[config.mk]
export PLATFORM = sky130hd
export DESIGN_NAME = mc_main_control
export DESIGN_NICKNAME = d
export VERILOG_FILES = /design/src/rtl/mc_main_control.sv
export SDC_FILE = /design/constraint.sdc
export NUM_CORES = 1
export LEC_CHECK = 0
export CORE_MARGIN = 5
export CORE_UTILIZATION = 39
export CTS_CLUSTER_DIAMETER = 150
export DETAILED_ROUTE_END_ITERATION = 6
export GPL_TIMING_DRIVEN = 0
export HOLD_SLACK_MARGIN = 0.06
export PLACE_DENSITY = 0.83
export SETUP_SLACK_MARGIN = 0.15
export SKIP_LAST_GASP = 1
export SYNTH_ARGS = -nofsm -noshare
export SYNTH_HDL_FRONTEND = slang
export SYNTH_SLANG_ARGS = --single-unit
[constraint.sdc]
create_clock -name clk -period 4.15 [get_ports clk]
set_input_delay 1.0375 -clock clk [delete_from_list [all_inputs] [get_ports clk]]
set_output_delay 1.0375 -clock clk [all_outputs]
set_load 0.01 [all_outputs]
[src/rtl/mc_main_control.sv]
// Multicycle MIPS main control FSM: sequences fetch/decode/execute/memory/writeback
// and decodes datapath enables and mux selects combinationally from the state.
module mc_main_control #(
  parameter logic [5:0] OP_RTYPE = 6'b000000,
  parameter logic [5:0] OP_LW    = 6'b100011,
  parameter logic [5:0] OP_SW    = 6'b101011,
  parameter logic [5:0] OP_BEQ   = 6'b000100,
  parameter logic [5:0] OP_J     = 6'b000010,
  parameter logic [5:0] OP_ADDI  = 6'b001000
) (
  input  logic       clk,
  input  logic       rst_n,
  input  logic [5:0] opcode,
  input  logic       mem_ready,
  output logic       PCWrite,
  output logic       PCWriteCond,
  output logic       IorD,
  output logic       MemRead,
  output logic       MemWrite,
  output logic       IRWrite,
  output logic       MemtoReg,
  output logic       RegDst,
  output logic       RegWrite,
  output logic       ALUSrcA,
  output logic [1:0] ALUSrcB,
  output logic [1:0] ALUOp,
  output logic [1:0] PCSource,
  output logic       instr_done,
  output logic       illegal_op,
  output logic [3:0] state
);

  localparam logic [3:0] S_IDLE   = 4'd0;
  localparam logic [3:0] S_FETCH  = 4'd1;
  localparam logic [3:0] S_DECODE = 4'd2;
  localparam logic [3:0] S_MEMADR = 4'd3;
  localparam logic [3:0] S_MEMRD  = 4'd4;
  localparam logic [3:0] S_MEMWB  = 4'd5;
  localparam logic [3:0] S_MEMWR  = 4'd6;
  localparam logic [3:0] S_EXEC   = 4'd7;
  localparam logic [3:0] S_ALUWB  = 4'd8;
  localparam logic [3:0] S_BRANCH = 4'd9;
  localparam logic [3:0] S_JUMP   = 4'd10;
  localparam logic [3:0] S_ADDIEX = 4'd11;
  localparam logic [3:0] S_ADDIWB = 4'd12;
  localparam logic [3:0] S_HALT   = 4'd15;

  logic [3:0] state_q, state_d;

  always_ff @(posedge clk or negedge rst_n) begin
    if (!rst_n) state_q <= S_IDLE;
    else        state_q <= state_d;
  end

  assign state = state_q;

  always_comb begin
    state_d = S_IDLE;
    unique case (state_q)
      S_IDLE:   state_d = S_FETCH;
      S_FETCH:  state_d = mem_ready ? S_DECODE : S_FETCH;
      S_DECODE: begin
        if (opcode == OP_LW || opcode == OP_SW) state_d = S_MEMADR;
        else if (opcode == OP_RTYPE)            state_d = S_EXEC;
        else if (opcode == OP_BEQ)              state_d = S_BRANCH;
        else if (opcode == OP_J)                state_d = S_JUMP;
        else if (opcode == OP_ADDI)             state_d = S_ADDIEX;
        else                                    state_d = S_HALT;
      end
      S_MEMADR: state_d = (opcode == OP_SW) ? S_MEMWR : S_MEMRD;
      S_MEMRD:  state_d = mem_ready ? S_MEMWB : S_MEMRD;
      S_MEMWB:  state_d = S_FETCH;
      S_MEMWR:  state_d = mem_ready ? S_FETCH : S_MEMWR;
      S_EXEC:   state_d = S_ALUWB;
      S_ALUWB:  state_d = S_FETCH;
      S_BRANCH: state_d = S_FETCH;
      S_JUMP:   state_d = S_FETCH;
      S_ADDIEX: state_d = S_ADDIWB;
      S_ADDIWB: state_d = S_FETCH;
      S_HALT:   state_d = S_HALT;
      default:  state_d = S_IDLE;
    endcase
  end

  // Outputs depend on state_q only (plus mem_ready), so async reset clears them at once.
  always_comb begin
    PCWrite     = 1'b0;
    PCWriteCond = 1'b0;
    IorD        = 1'b0;
    MemRead     = 1'b0;
    MemWrite    = 1'b0;
    IRWrite     = 1'b0;
    MemtoReg    = 1'b0;
    RegDst      = 1'b0;
    RegWrite    = 1'b0;
    ALUSrcA     = 1'b0;
    ALUSrcB     = 2'b00;
    ALUOp       = 2'b00;
    PCSource    = 2'b00;
    instr_done  = 1'b0;
    illegal_op  = 1'b0;
    unique case (state_q)
      S_FETCH: begin
        MemRead = 1'b1;
        ALUSrcB = 2'b01;
        PCWrite = mem_ready;
        IRWrite = mem_ready;
      end
      S_DECODE: ALUSrcB = 2'b11;
      S_MEMADR, S_ADDIEX: begin
        ALUSrcA = 1'b1;
        ALUSrcB = 2'b10;
      end
      S_MEMRD: begin
        MemRead = 1'b1;
        IorD    = 1'b1;
      end
      S_MEMWB: begin
        RegWrite   = 1'b1;
        MemtoReg   = 1'b1;
        instr_done = 1'b1;
      end
      S_MEMWR: begin
        MemWrite   = 1'b1;
        IorD       = 1'b1;
        instr_done = mem_ready;
      end
      S_EXEC: begin
        ALUSrcA = 1'b1;
        ALUOp   = 2'b10;
      end
      S_ALUWB: begin
        RegWrite   = 1'b1;
        RegDst     = 1'b1;
        instr_done = 1'b1;
      end
      S_BRANCH: begin
        ALUSrcA     = 1'b1;
        ALUOp       = 2'b01;
        PCWriteCond = 1'b1;
        PCSource    = 2'b01;
        instr_done  = 1'b1;
      end
      S_JUMP: begin
        PCWrite    = 1'b1;
        PCSource   = 2'b10;
        instr_done = 1'b1;
      end
      S_ADDIWB: begin
        RegWrite   = 1'b1;
        instr_done = 1'b1;
      end
      S_HALT:  illegal_op = 1'b1;
      default: ;
    endcase
  end

endmodule

Word-level counts from Yosys, hierarchy flattened
Index checks and enable logic that the tools add are counted.

operators by class
  equal/unequal tests = 18
  mux-type cells = 25
  reduce and logical (&&, ||, !) cells = 10

operators by type and width
  operator            number
  $pmux 4 s9          1
  $eq 4x4->1 const B  6
  $eq 4x3->1 const B  4
  $eq 6x6->1 const B  2
  $mux 3              4
  $mux 1              11
  $eq 4x2->1 const B  2
  $mux 4              2
  $pmux 2 s2          2
  $eq 6x2->1 const B  1
  $eq 6x3->1 const B  1
  $eq 6x4->1 const B  1
  $logic_not 6->1     1
  $pmux 2 s3          1
  $reduce_or 2->1     3
  $reduce_or 6->1     1
  $reduce_or 5->1     1
  $eq 4x1->1 const B  1
  $logic_not 4->1     1
  $mux 2              2
  $pmux 1 s2          2
  $reduce_or 4->1     1
  $reduce_or 3->1     1
  $logic_or 1x1->1    1

word-level totals
  output and inout bits = 22
  flip-flop bits (word level) = 4
  word-level logic and storage cells = 54

Longest topological paths before layout
  depth after elaboration = 7
  mapped depth = 5

Least setup slack after synthesis
Ideal clock, no wire load.

  path type = input -> output
  start point = input mem_ready
  end point = output PCWrite
  slack = 1.671 ns
  stages on the path = 4
  buffers on the path = 0
  data required time = 3.113 ns
  arrival time = 1.442 ns
  path through = inv_1 -> nor3_1 -> a21oi_1 -> nor2_1

on the way
  longest elaborated chain between the ends = 1

RTL lines
  element      line  text
  from (decl)  14    input logic mem_ready,
  $pmux 1 s2   102   unique case (state_q)
  to (decl)    15    output logic PCWrite,

No other way between the ends.

Worst setup path after layout
Same ends and word-level chain as after synthesis.

==> Flow_metrics.wiki <==
{| class="wikitable"
! Metric !! Value
|-
| Status || complete, no violations
|-
| Number of endpoints with negative hold slack in the final report || 0
|-
| Post-synthesis sequential element count || 4
|-
| Instance count of the mapped netlist || 79
|-
| Routed len/inst || 12.2 um
|-
| Vertical die dimension || 46.3 um
|-
| DR WL met2 || 728 um
|-
| Unrepaired setup endpoints after global routing || false
|-
| Post-synth top flop || dfrtp_1
|-
| Worst slack after detailed placement || 0.512 ns
|-
| DR WL met3 || 178 um
|-
| Slew @ Worst Pin || 0.436 ns
|-
| Count of distinct cell types in the synthesized netlist || 30
|-
| Fraction of layout cells with a size suffix above 1 || 8.04%
|-
| Half-perimeter wire length after placement || 1240 um
|-
| Final Routed Wirelength || 1550 um
|-
| Post-synthesis to final-layout area growth || 66.6%
|-
| Filler instances || 125
|-
| Maximum clock insertion buffer count || 2
|-
| Count of antenna-violating nets left after detailed routing || 0
|-
| Final cell count without fillers || 127
|-
| Minimum setup slack among reg-to-reg paths || 2.69 ns
|-
| Finished Core Util || 67.4%
|-
| Beginning of the worst register-to-register path || state[2]$_DFF_PN0_
|-
| CP Launch Type || input port
|-
| Gp weighted congestion || 0.845
|-
| Sequential fraction of design power || 13.2%
|-
| Number of cells in the design after placement || 124
|-
| Worst clock skew || 0.00217 ns
|-
| Clock latency at the later pin of the worst-skew pair || 0.23 ns
|-
| Mapped Avg Cell Area || 6.49 um2
|-
| Fin crit share || 87.5%
|-
| Number of DRC markers in iteration 0 || 16
|-
| Switching part of the total power || 45.5%
|-
| Antenna violations before repair || 0
|-
| Congestion Overflow GR || 0
|-
| Max-Slew Margin vs Limit || 71.0%
|-
| Sequential element share of the synthesized area || 19.5%
|-
| Internal power component || 319 uW
|-
| Arrival @ worst endpoint || 2.59 ns
|-
| Final min period || 3.63 ns
|-
| Proportion of power drawn by combinational gates || 79.0%
|-
| Synth area leader || dfrtp_1
|-
| Total Nets Final || 123
|-
| Termination of the worst setup path || PCWrite
|-
| Share of flip-flops with an asynchronous set or reset after synthesis || 100%
|-
| Portion of total power attributed to the clock network || 7.8%
|-
| Floorplan die width || 46.3 um
|-
| Number of warnings reported in the yosys synthesis log || 0
|-
| Net Sw Power || 266 uW
|-
| Number of flip-flops in the largest register || 4
|-
| LEAKAGE || 0.000321 uW
|-
| Worst Path Required || 3.11 ns
|-
| Ratio of total power to cell area || 684 mW/mm2
|-
| Cell area after synthesis || 513 um2
|-
| Largest net degree at the start of global routing || 11
|-
| Die Footprint || 0.00214 mm2
|-
| Total number of H-tree levels || 1
|-
| Clock buffers created by TritonCTS || 3
|-
| Critical path origin || mem_ready
|-
| Highest clock frequency the design can meet || 0.275 GHz
|-
| Detail-routed via count per cell || 5.40
|-
| Largest cells by area after synthesis || dfrtp_1, nor2_1, nand2_1
|-
| Count of vias placed by the detailed router || 686
|-
| Routed met1 length || 645 um
|-
| First-pass GRT wire length || 2620 um
|-
| Fin worst setup slack || 0.518 ns
|-
| Final Total Pwr || 585 uW
|-
| Number of antenna repair diodes || 0
|-
| DRC || 0
|-
| Number of synthesized flops with an enable pin || 0
|-
| Initial core utilization || 40.4%
|-
| I/O pin cnt || 31
|-
| Number of cell rows || 13
|-
| Worst min path class || flip-flop to flip-flop
|-
| Number of global-route vias before repair || 586
|-
| Cell at the root of the clock tree || clkbuf_4
|-
| IO buf count || 30
|-
| Setup TNS || 0 ns
|-
| Proportion of netlist area held by the largest area contributor || 19.5%
|-
| Number of optimization iterations in the first detailed-route pass || 5
|-
| Post CTS Setup Buffer Count || 0
|-
| Clk sink count || 4
|-
| Overall track demand over capacity in global routing || 16.8%
|-
| Endpoint class of the critical path || output pin
|-
| Number of resized instances in the post-cts repair step || 0
|-
| CTS tree || done
|-
| Crit path kind || input port to output pin
|-
| Worst R2R Path Depth || 5
|-
| Worst vdd ir || 0.000350 V
|-
| Synthesized Nets || 88
|-
| Max Slew Vio Count || 0
|-
| Peak fanout along the critical path || 7
|-
| CORE AREA || 0.00127 mm2
|-
| DR top layer || met3
|-
| Final setup vio count || 0
|-
| CTS Hold Bufs || 0
|-
| MaxCap Viol Count || 0
|-
| Destination of the worst register-to-register timing path || state[1]$_DFF_PN0_
|-
| Clock slew at reported path FFs || 0.04 ns
|}
[cell type report]
type | instances | area, um2 | share of cell area [%]
tap | 15 | 18.8 | 2.20
multi-input combinational | 66 | 373 | 43.6
timing repair buffer | 30 | 300 | 35.1
buffer | 7 | 32.5 | 3.81
inverter | 2 | 7.51 | 0.878
clock buffer | 3 | 22.5 | 2.64
sequential | 4 | 100 | 11.7
[cells in the mapped netlist, types with 2 or more instances]
| library cell | n |
|---|---|
| o21ai_1 | 2 |
| dfrtp_1 | 4 |
| o21ai_0 | 4 |
| nand2_1 | 11 |
| nor3_1 | 4 |
| clkbuf_1 | 4 |
| nor2b_1 | 3 |
| nand2b_1 | 4 |
| o22ai_1 | 3 |
| a21oi_1 | 6 |
| nor2_1 | 14 |
| buf_2 | 2 |
[worst min path at each step]
stage,start,to,cells after the start
final,state[0]$_DFF_PN0_,state[3]$_DFF_PN0_,2
after detailed placement,state[3]$_DFF_PN0_,state[0]$_DFF_PN0_,3
after global placement,state[3]$_DFF_PN0_,state[0]$_DFF_PN0_,3
after global routing,state[0]$_DFF_PN0_,state[3]$_DFF_PN0_,2
after CTS,state[0]$_DFF_PN0_,state[3]$_DFF_PN0_,2
after floorplan,rst_n,state[0]$_DFF_PN0_,0
[metal layers]
| metal | up-vias | global-route usage (%) |
|---|---|---|
| met2 | 42 | 29.1 |
| met1 | 294 | 19.2 |
| met3 | 0 | 4.30 |
| li1 | 350 | - |
| met5 | - | 0 |
| met4 | 0 | 6.82 |
[cells in the final DEF (no fill, tap or decap), drive strengths merged]
cell and instances:
nor2b 3, a31o 1, nor4bb 1, nor3 4, a32oi 1, nor4b 1, buf 3, inv 2
xnor2 1, clkbuf 7, nor4 1, xor2 1, o21a 1, o21ai 6, nand2 11, or3 1
o41ai 1, and3 1, nand2b 4, clkdlybuf4s50 30, nor2 14, a211o 1, o2111ai 1, dfrtp 4
o22ai 3, o221a 1, a21oi 6, nor3b 1
[power groups by stage]
stage                     Combinational, uW  Sequential (uW)  Clock (uW)
after global routing                    510             80.1        52.5
after global placement                  456             77.3           0
after detailed placement                463             77.6           0
after CTS                               464             77.2        48.6
after floorplan                         247             82.1           0
final                                   462             77.0        45.6
[critical path, cell delays in order]
cell	delay [ns]
clkdlybuf4s50_1	0.60
inv_1	0.10
nor3_1	0.17
a21oi_1	0.06
nor2_1	0.09
clkdlybuf4s50_1	0.54
[through the flow]
stage,area [um2],hold slack [ns]
after floorplan,513,0.740
after global placement,832,0.775
after detailed placement,832,0.786
after CTS,855,0.794
after global routing,855,0.840
final,855,0.790
[kinds of logic (layout without fill, tap and decap cells)]
family	count (synthesis)	count (layout)	synth area share, %
and+or+nand+nor	42	42	41.7
AOI/OAI and AO/OA	22	22	27.6
DFF	4	4	19.5
xor gates and xnor gates	2	2	3.42
buffers and inverters	9	42	7.80
Power figures use the tool's default switching activity.
